--- src/rtl/layer_mac_sequencer.sv ---
// Shares one Q16.16 multiply-accumulate datapath across every node of a dense layer.
// Optional ACC_SAT_EN: saturating product/accumulate and a sticky sat_flag output.
module layer_mac_sequencer #(
    parameter int N_INPUTS = 784,
    parameter int N_NODES  = 16,
    parameter int DATA_W   = 32,
    parameter int IN_AW    = $clog2(N_INPUTS),
    parameter int W_AW     = $clog2(N_INPUTS*N_NODES),
    parameter int NODE_W   = (N_NODES > 1) ? $clog2(N_NODES) : 1
) (
    input  logic              clk,
    input  logic              rst,
    input  logic              start,
    output logic              busy,
    output logic              done,
    output logic              rd_en,
    output logic [IN_AW-1:0]  in_addr,
    output logic [W_AW-1:0]   w_addr,
    input  logic [DATA_W-1:0] in_data,
    input  logic [DATA_W-1:0] w_data,
    output logic [NODE_W-1:0] bias_addr,
    input  logic [DATA_W-1:0] bias_data,
    output logic              res_valid,
    input  logic              res_ready,
    output logic [DATA_W-1:0] res_data,
    output logic [NODE_W-1:0] res_node
`ifdef ACC_SAT_EN
    ,
    output logic              sat_flag
`endif
);

    // IDLE wait start | LOAD clear acc, read idx 0 | MAC accumulate N_INPUTS products
    // BIAS add bias | ACT ReLU into res_* | WRITE handshake | FIN done pulse
    typedef enum logic [2:0] {IDLE, LOAD, MAC, BIAS, ACT, WRITE, FIN} state_t;

    localparam logic [IN_AW-1:0]  IDX_LAST  = IN_AW'(N_INPUTS - 1);
    localparam logic [NODE_W-1:0] NODE_LAST = NODE_W'(N_NODES - 1);

    state_t                     state, state_next;
    logic [IN_AW-1:0]           idx, mac_cnt;
    logic [NODE_W-1:0]          node;
    logic signed [DATA_W-1:0]   acc, acc_sum, addend, term;
    logic signed [2*DATA_W-1:0] in_ext, w_ext, prod;

    assign in_ext = {{DATA_W{in_data[DATA_W-1]}}, in_data};
    assign w_ext  = {{DATA_W{w_data[DATA_W-1]}}, w_data};
    assign prod   = in_ext * w_ext;

`ifdef ACC_SAT_EN
    localparam logic signed [DATA_W-1:0] SAT_MAX = {1'b0, {(DATA_W-1){1'b1}}};
    localparam logic signed [DATA_W-1:0] SAT_MIN = {1'b1, {(DATA_W-1){1'b0}}};
    logic signed [2*DATA_W-1:0] prod_sh;
    logic                       term_ovf, sum_ovf;
    assign prod_sh = prod >>> 16;

    always_comb begin
        term     = prod_sh[DATA_W-1:0];
        term_ovf = 1'b0;
        if (prod_sh[2*DATA_W-1:DATA_W-1] != {(DATA_W+1){prod_sh[2*DATA_W-1]}}) begin
            term_ovf = 1'b1;
            term     = prod_sh[2*DATA_W-1] ? SAT_MIN : SAT_MAX;
        end
        addend  = (state == BIAS) ? bias_data : term;
        acc_sum = acc + addend;
        sum_ovf = 1'b0;
        if ((acc[DATA_W-1] == addend[DATA_W-1]) && (acc_sum[DATA_W-1] != acc[DATA_W-1])) begin
            sum_ovf = 1'b1;
            acc_sum = acc[DATA_W-1] ? SAT_MIN : SAT_MAX;
        end
    end
`else
    always_comb begin
        term    = DATA_W'(prod >>> 16);
        addend  = (state == BIAS) ? bias_data : term;
        acc_sum = acc + addend;
    end
`endif

    always_comb begin
        state_next = state;
        rd_en      = 1'b0;
        done       = 1'b0;
        res_valid  = 1'b0;
        case (state)
            IDLE:  if (start) state_next = LOAD;
            LOAD: begin
                rd_en      = 1'b1;
                state_next = MAC;
            end
            MAC: begin
                rd_en = (mac_cnt != '0);
                if (mac_cnt == '0) state_next = BIAS;
            end
            BIAS:  state_next = ACT;
            ACT:   state_next = WRITE;
            WRITE: begin
                res_valid = 1'b1;
                if (res_ready) state_next = (node == NODE_LAST) ? FIN : LOAD;
            end
            FIN: begin
                done       = 1'b1;
                state_next = IDLE;
            end
            default: state_next = IDLE;
        endcase
    end

    always_ff @(posedge clk or posedge rst) begin
        if (rst) begin
            state    <= IDLE;
            idx      <= '0;
            mac_cnt  <= '0;
            node     <= '0;
            acc      <= '0;
            res_data <= '0;
            res_node <= '0;
`ifdef ACC_SAT_EN
            sat_flag <= 1'b0;
`endif
        end else begin
            state <= state_next;
            case (state)
                IDLE: if (start) begin
                    node <= '0;
                    idx  <= '0;
                end
                LOAD: begin
                    acc     <= '0;
                    idx     <= IN_AW'(1);
                    mac_cnt <= IDX_LAST;
`ifdef ACC_SAT_EN
                    sat_flag <= 1'b0;
`endif
                end
                MAC: begin
                    acc <= acc_sum;
                    if (mac_cnt != '0) mac_cnt <= mac_cnt - 1'b1;
                    // idx already holds the next address; it parks on the last one
                    if (rd_en && idx != IDX_LAST) idx <= idx + 1'b1;
`ifdef ACC_SAT_EN
                    sat_flag <= sat_flag | term_ovf | sum_ovf;
`endif
                end
                BIAS: begin
                    acc <= acc_sum;
`ifdef ACC_SAT_EN
                    sat_flag <= sat_flag | sum_ovf;
`endif
                end
                ACT: begin
                    res_data <= acc[DATA_W-1] ? '0 : acc;
                    res_node <= node;
                end
                WRITE: if (res_ready && node != NODE_LAST) begin
                    node <= node + 1'b1;
                    idx  <= '0;
                end
                default: ;
            endcase
        end
    end

    assign busy      = (state != IDLE);
    assign in_addr   = idx;
    assign bias_addr = node;
    assign w_addr    = W_AW'(node) * W_AW'(N_INPUTS) + W_AW'(idx);

endmodule

--- config.mk ---
export PLATFORM = sky130hd
export DESIGN_NAME = layer_mac_sequencer
export DESIGN_NICKNAME = d
export VERILOG_FILES = /design/src/rtl/layer_mac_sequencer.sv
export SDC_FILE = /design/constraint.sdc
export NUM_CORES = 2
export LEC_CHECK = 0
export BUFFER_PORTS_ARGS = -buffer_cell sky130_fd_sc_hd__buf_2
export CAP_MARGIN = 20
export CELL_PAD_IN_SITES_DETAIL_PLACEMENT = 1
export CELL_PAD_IN_SITES_GLOBAL_PLACEMENT = 1
export CORE_MARGIN = 2
export CORE_UTILIZATION = 25
export CTS_BUF_LIST = sky130_fd_sc_hd__clkbuf_8
export DETAILED_ROUTE_END_ITERATION = 7
export GPL_ROUTABILITY_DRIVEN = 0
export PLACE_DENSITY = 0.56
export SYNTH_ARGS = -nofsm -noshare
export SYNTH_HDL_FRONTEND = slang
export SYNTH_SLANG_ARGS = --single-unit
--- constraint.sdc ---
create_clock -name clk -period 4.3 [get_ports clk]
set_clock_uncertainty 0.2 [all_clocks]
set_input_delay 0.43 -clock clk [delete_from_list [all_inputs] [get_ports clk]]
set_output_delay 0.43 -clock clk [all_outputs]
set_load 0.01 [all_outputs]
Word level (Yosys, flattened, before mapping)
Cells that the tools add are included.
Storage, ports and cells
  input port bits: 100
  flip-flop bits (word level): 95
Cells by class
  equal/unequal tests: 15
  reductions and logical operators: 15
  multiply operators: 2
  add/subtract/negate cells: 5
  multiplexer cells: 20
Operator list (number)
  $pmux 32 s2: 1
  $mul 32x32->48: 1
  $mux 10: 4
  $pmux 10 s4: 1
  $add 32x32->32: 1
  $mux 32: 1
  $mux 31: 1
  $pmux 10 s2: 1
  $pmux 3 s6: 1
  $add 14x10->14: 1
  $mux 3: 4
  $ne 2x2->1 const B: 6
  $add 10x1->10 const B: 1
  $logic_not 10->1: 1
  $mul 4x6->10 const B: 1
  $ne 10x10->1 const B: 1
  $reduce_bool 10->1: 1
  $sub 10x1->10 const B: 1
  $eq 3x3->1 const B: 3
  $mux 4: 2
  $pmux 4 s2: 1
  $eq 3x2->1 const B: 2
  $reduce_and 3->1: 2
  $reduce_bool 2->1: 3
  13 further kinds: 15

Longest topological paths before layout
  depth in word-level cells: 5
  mapped depth: 39
  depth with buffers taken out: 38

Worst setup path before layout
OpenSTA, ideal clock, no wires.
  kind: input port to flip-flop
  start point: input port in_data[19]
  end point: register acc[31]
  data arrival time: 8.851 ns
  setup time: 0.138 ns
  slack: -4.888 ns
  cell stages on the path: 34
  data required time: 3.962 ns
  cell sequence: clkbuf_1 > clkbuf_1 > and2_1 > fa_1 > fa_1 > inv_1 > fa_1 > fa_1 > inv_1 > fa_1 > fa_1 > fa_1 > fa_1 > ha_1 > a21o_1 > a211oi_2 > o21bai_1 > nor3_1 > nor2b_1 > or2_1 > a21o_1 > a21oi_1 > xor2_1 > o21ai_1 > ha_1 > nand4_1 > a2111o_1 > a31oi_2 > nand3_1 > o21ai_1 > o41ai_2 > xor2_1 > a21oi_1 > o22ai_1
Between the ends
  cells in the longest elaborated chain, start to end: 4
RTL lines
  start: declaration: RTL line 19  | input logic [DATA_W-1:0] in_data,
  $mul 32x32->48: RTL line 48  | assign prod = in_ext * w_ext;
  $mux 32: RTL line 75  | addend = (state == BIAS) ? bias_data : term;
  $add 32x32->32: RTL line 76  | acc_sum = acc + addend;
  $pmux 32 s2: RTL line 123  | case (state)
  end signal: assignment: RTL line 137  | acc <= acc_sum;
  end signal: assignment: RTL line 146  | acc <= acc_sum;
  end: declaration: RTL line 43  | logic signed [DATA_W-1:0] acc, acc_sum, addend, term;
Every way passes these cells.
A chain may end at the register's enable or synchronous reset.

Worst setup path in the final report
  start point: input port in_data[14]
  end point: register acc[28]
Same word-level chain as after synthesis.

==> results.sh <==
export IMPL_syn_area_mm2=0.0347
export IMPL_synth_top_area_share_pct=48.4
export IMPL_route_detailed_drc=0
export IMPL_violations="negative setup slack"
export IMPL_synth_seq_area_share_pct=6.77
export IMPL_nets=5441
export IMPL_rrSetupSlack_ps=340
export IMPL_maxCapViolCount=0
export IMPL_cp_required_ps=4420
export IMPL_core_mm2=0.138
export IMPL_dr_pass1_iters=5
export IMPL_drive_gt1_share_pct=22.4
export IMPL_portBuffers=166
export IMPL_ys_top_cells_by_area="fa_1, and2_1, inv_1, ha_1, dfrtp_1"
export IMPL_fin_crit_sh_pct=209
export IMPL_htreeDepth=3
export IMPL_r2r_end="acc[31]"
export IMPL_clock_path_buffers=2
export IMPL_routed_wl_um=113000
export IMPL_endpoint="acc[28]"
export IMPL_hold_depth=2
export IMPL_area_delta_synth_final_pct=25.4
export IMPL_worstSkewPairLatency_ps=400
export IMPL_fin_ws_ps=-4670
export IMPL_avgSynthCellArea_um2=9.12
export IMPL_syn_nets=4961
export IMPL_die_area_mm2=0.142
export IMPL_path_max_fanout=8
export IMPL_outcome="finished with violations"
export IMPL_ioPinCount=168
export IMPL_min_period_ps=8970
export IMPL_vias=26495
export IMPL_die_w_um=377
export IMPL_cp_startpoint="in_data[14]"
export IMPL_crit_path_frequent_cell="fa_1"
export IMPL_fmax_mhz=111
export IMPL_dp_hpwl_um=97900
export IMPL_hp_class="primary input to flop"
export IMPL_hold_violations=0
export IMPL_grt_pass1_vias=30279
export IMPL_relSlewSlack_pct=52.2
export IMPL_routedWlPerCell_um=18.5
export IMPL_synthCells=3809
export IMPL_end_kind="flop"
export IMPL_yosys_area_top_type="fa_1"
export IMPL_synth_edf_count=0
export IMPL_grt_overflow_total=0
export IMPL_cts_tree="built"
export IMPL_grt_pass1_wl_um=175000
export IMPL_n_fill_cell=15889
export IMPL_grt_max_degree=50
export IMPL_crit_slowest_cell="fa_1"
export IMPL_std_cell_rows=136
export IMPL_synth_cell_type_count=65
export IMPL_rsz0062_at_grt="true"
export IMPL_start_util_pct=25.2
export IMPL_cts_sinks=94
export IMPL_critPathKind="primary input to flop"
export IMPL_path_clk_slew_ps=100
export IMPL_ys_flop_type="dfrtp_1"
export IMPL_vias_per_cell=4.35
export IMPL_ys_ff_latch=94
export IMPL_cp_arrival_ps=9090
export IMPL_grt_use_total_pct=16.0
export IMPL_r2r_cells=17
export IMPL_synth_warnings=0
export IMPL_setup_tns_ps=-123020
export IMPL_antenna_found_initial=12
export IMPL_async_reset_ff_share_pct=100
export IMPL_cp_start_kind="primary input"
export IMPL_worst_pin_slew_ps=718
export IMPL_setup_viol=32
export IMPL_final_max_slew_viol_count=0
export IMPL_clockRootBuffer="clkbuf_8"
export IMPL_die_h_um=377
export IMPL_drt_first_iter_violations=728
export IMPL_max_stage_delay_ps=570
export IMPL_cts_made_buffers=9
export IMPL_ant_nets=0
export IMPL_rr_startpoint="state[1]"
-- per-layer routing --
layer / GRT usage, % / routed length (µm) / vias up
met1: 18.6 / 43800 / 14060
met3: 0.866 / 1340 / 107
met4: 3.59 / 2920 / 2
met2: 31.8 / 64400 / 223
met5: 0 / 13 / -
li1: - / - / 12103
-- cell usage after synthesis (2+ instances only) --
library cell  number
o31ai_1            8
ha_1             212
a31oi_1           11
a21o_1            44
a22o_1             4
nor3_1            10
and2_1           501
inv_1            820
o21bai_1          11
nand4_1           12
nor2b_1           20
buf_4              6
buf_1              3
or2_2              3
nor2_1            64
dfrtp_1           94
o211ai_1           2
nand3b_1           5
a21oi_1           73
o21ai_0           92
or2_1              3
nor4_1             3
nand4b_1           2
a221oi_1           2
a211oi_1           5
xor2_1            42
nand2_1          543
o21a_1             7
buf_2              4
xnor2_1           79
o21ai_1           10
or4_1              2
fa_1             840
or3_1              5
nand3_1           17
o22ai_1            4
nand2b_1          11
and4_1             3
o2111ai_1          3
and3_1            12
clkbuf_1         188
mux2_2             4
a41oi_1            3
-- cell families (layout without fill, tap and decap cells) --
group                    Yosys count  after routing  share of synthesized area (%)
adder cells (fa/ha/maj)         1052           1052                           56.1
flip-flops                        94             94                           6.77
AO/OA/AOI/OAI                    296            296                           5.28
AND/OR/NAND/NOR                 1220           1220                           17.6
other                              1              5                         0.0108
buffers and inverters           1021           1506                           11.1
multiplexers                       4              4                          0.130
XOR/XNOR                         121            121                           3.05
-- critical path: cells and delay by family --
| kind | cells | cell delay, ps |
|---|---|---|
| AO/OA/AOI/OAI | 8 | 1360 |
| multiplexers | 1 | 360 |
| XOR/XNOR | 1 | 140 |
| AND/OR/NAND/NOR | 5 | 1030 |
| buffers and inverters | 9 | 1070 |
| adder cells (fa/ha/maj) | 10 | 4660 |
-- through the flow --
step | area [µm²] | hold slack (ps) | std cells | utilization, % | worst slack, ps
2_1_floorplan | 35200 | 234 | 3809 | - | -4440
3_3_place_gp | 40800 | 99.9 | 5994 | 29.6 | -5410
3_5_place_dp | 40800 | 102 | 5994 | 29.6 | -5460
4_1_cts | 42600 | 65.0 | 6061 | 31.0 | -4630
5_1_grt | 43500 | 94.4 | 6090 | 31.6 | -4990
6_report | 43500 | 97.8 | 6092 | 31.6 | -4670
-- registers in the layout, indices dropped and copies added (netlist names) --
name,flops
acc,32
bias_addr,4
in_addr,10
mac_cnt,10
res_data,31
res_node,4
state,3
-- placed cells by master, fill, tap and decap left out, types with 43 or more instances in the layout --
cell type,synthesis,final
o21ai_0,92,52
dfrtp_1,94,94
a21o_1,44,43
nor2_1,64,57
ha_1,212,178
buf_4,6,411
nand2_1,543,536
buf_2,4,132
xnor2_1,79,65
inv_1,820,783
fa_1,840,801
buf_6,0,70
and2_1,501,466
-- worst min path at each step --
| stage | from | to |
|---|---|---|
| 6_report | res_ready | state[2] |
| 5_1_grt | res_ready | state[2] |
| 4_1_cts | res_ready | state[2] |
| 3_5_place_dp | rst | res_data[3] |
| 3_3_place_gp | rst | res_data[3] |
| 2_1_floorplan | acc[31] | res_data[1] |
-- final cells by class --
cell class / instances / area (µm²) / area share [%]
Antenna cell: 4 / 10.0 / 0.0230
Clock buffer: 9 / 124 / 0.284
Clock inverter: 7 / 119 / 0.273
Inverter: 820 / 3080 / 7.07
Multi-Input combinational cell: 2694 / 30000 / 68.8
Sequential cell: 94 / 2350 / 5.40
Tap cell: 1794 / 2240 / 5.16
Timing Repair Buffer: 670 / 5660 / 13.0
-- repair_timing --
item | CTS | global route
setup buffers | 48 | 33
hold buffers | 1 | 0
resized for setup | 276 | 163
pin swaps | 124 | 188
gates cloned | 4 | 4
setup endpoints to repair | 32 | 32
endpoints found under the hold margin | 3 | 0
Power is not shown: default switching activity piles up to over one toggle a cycle in this logic, so the estimate is an artifact.
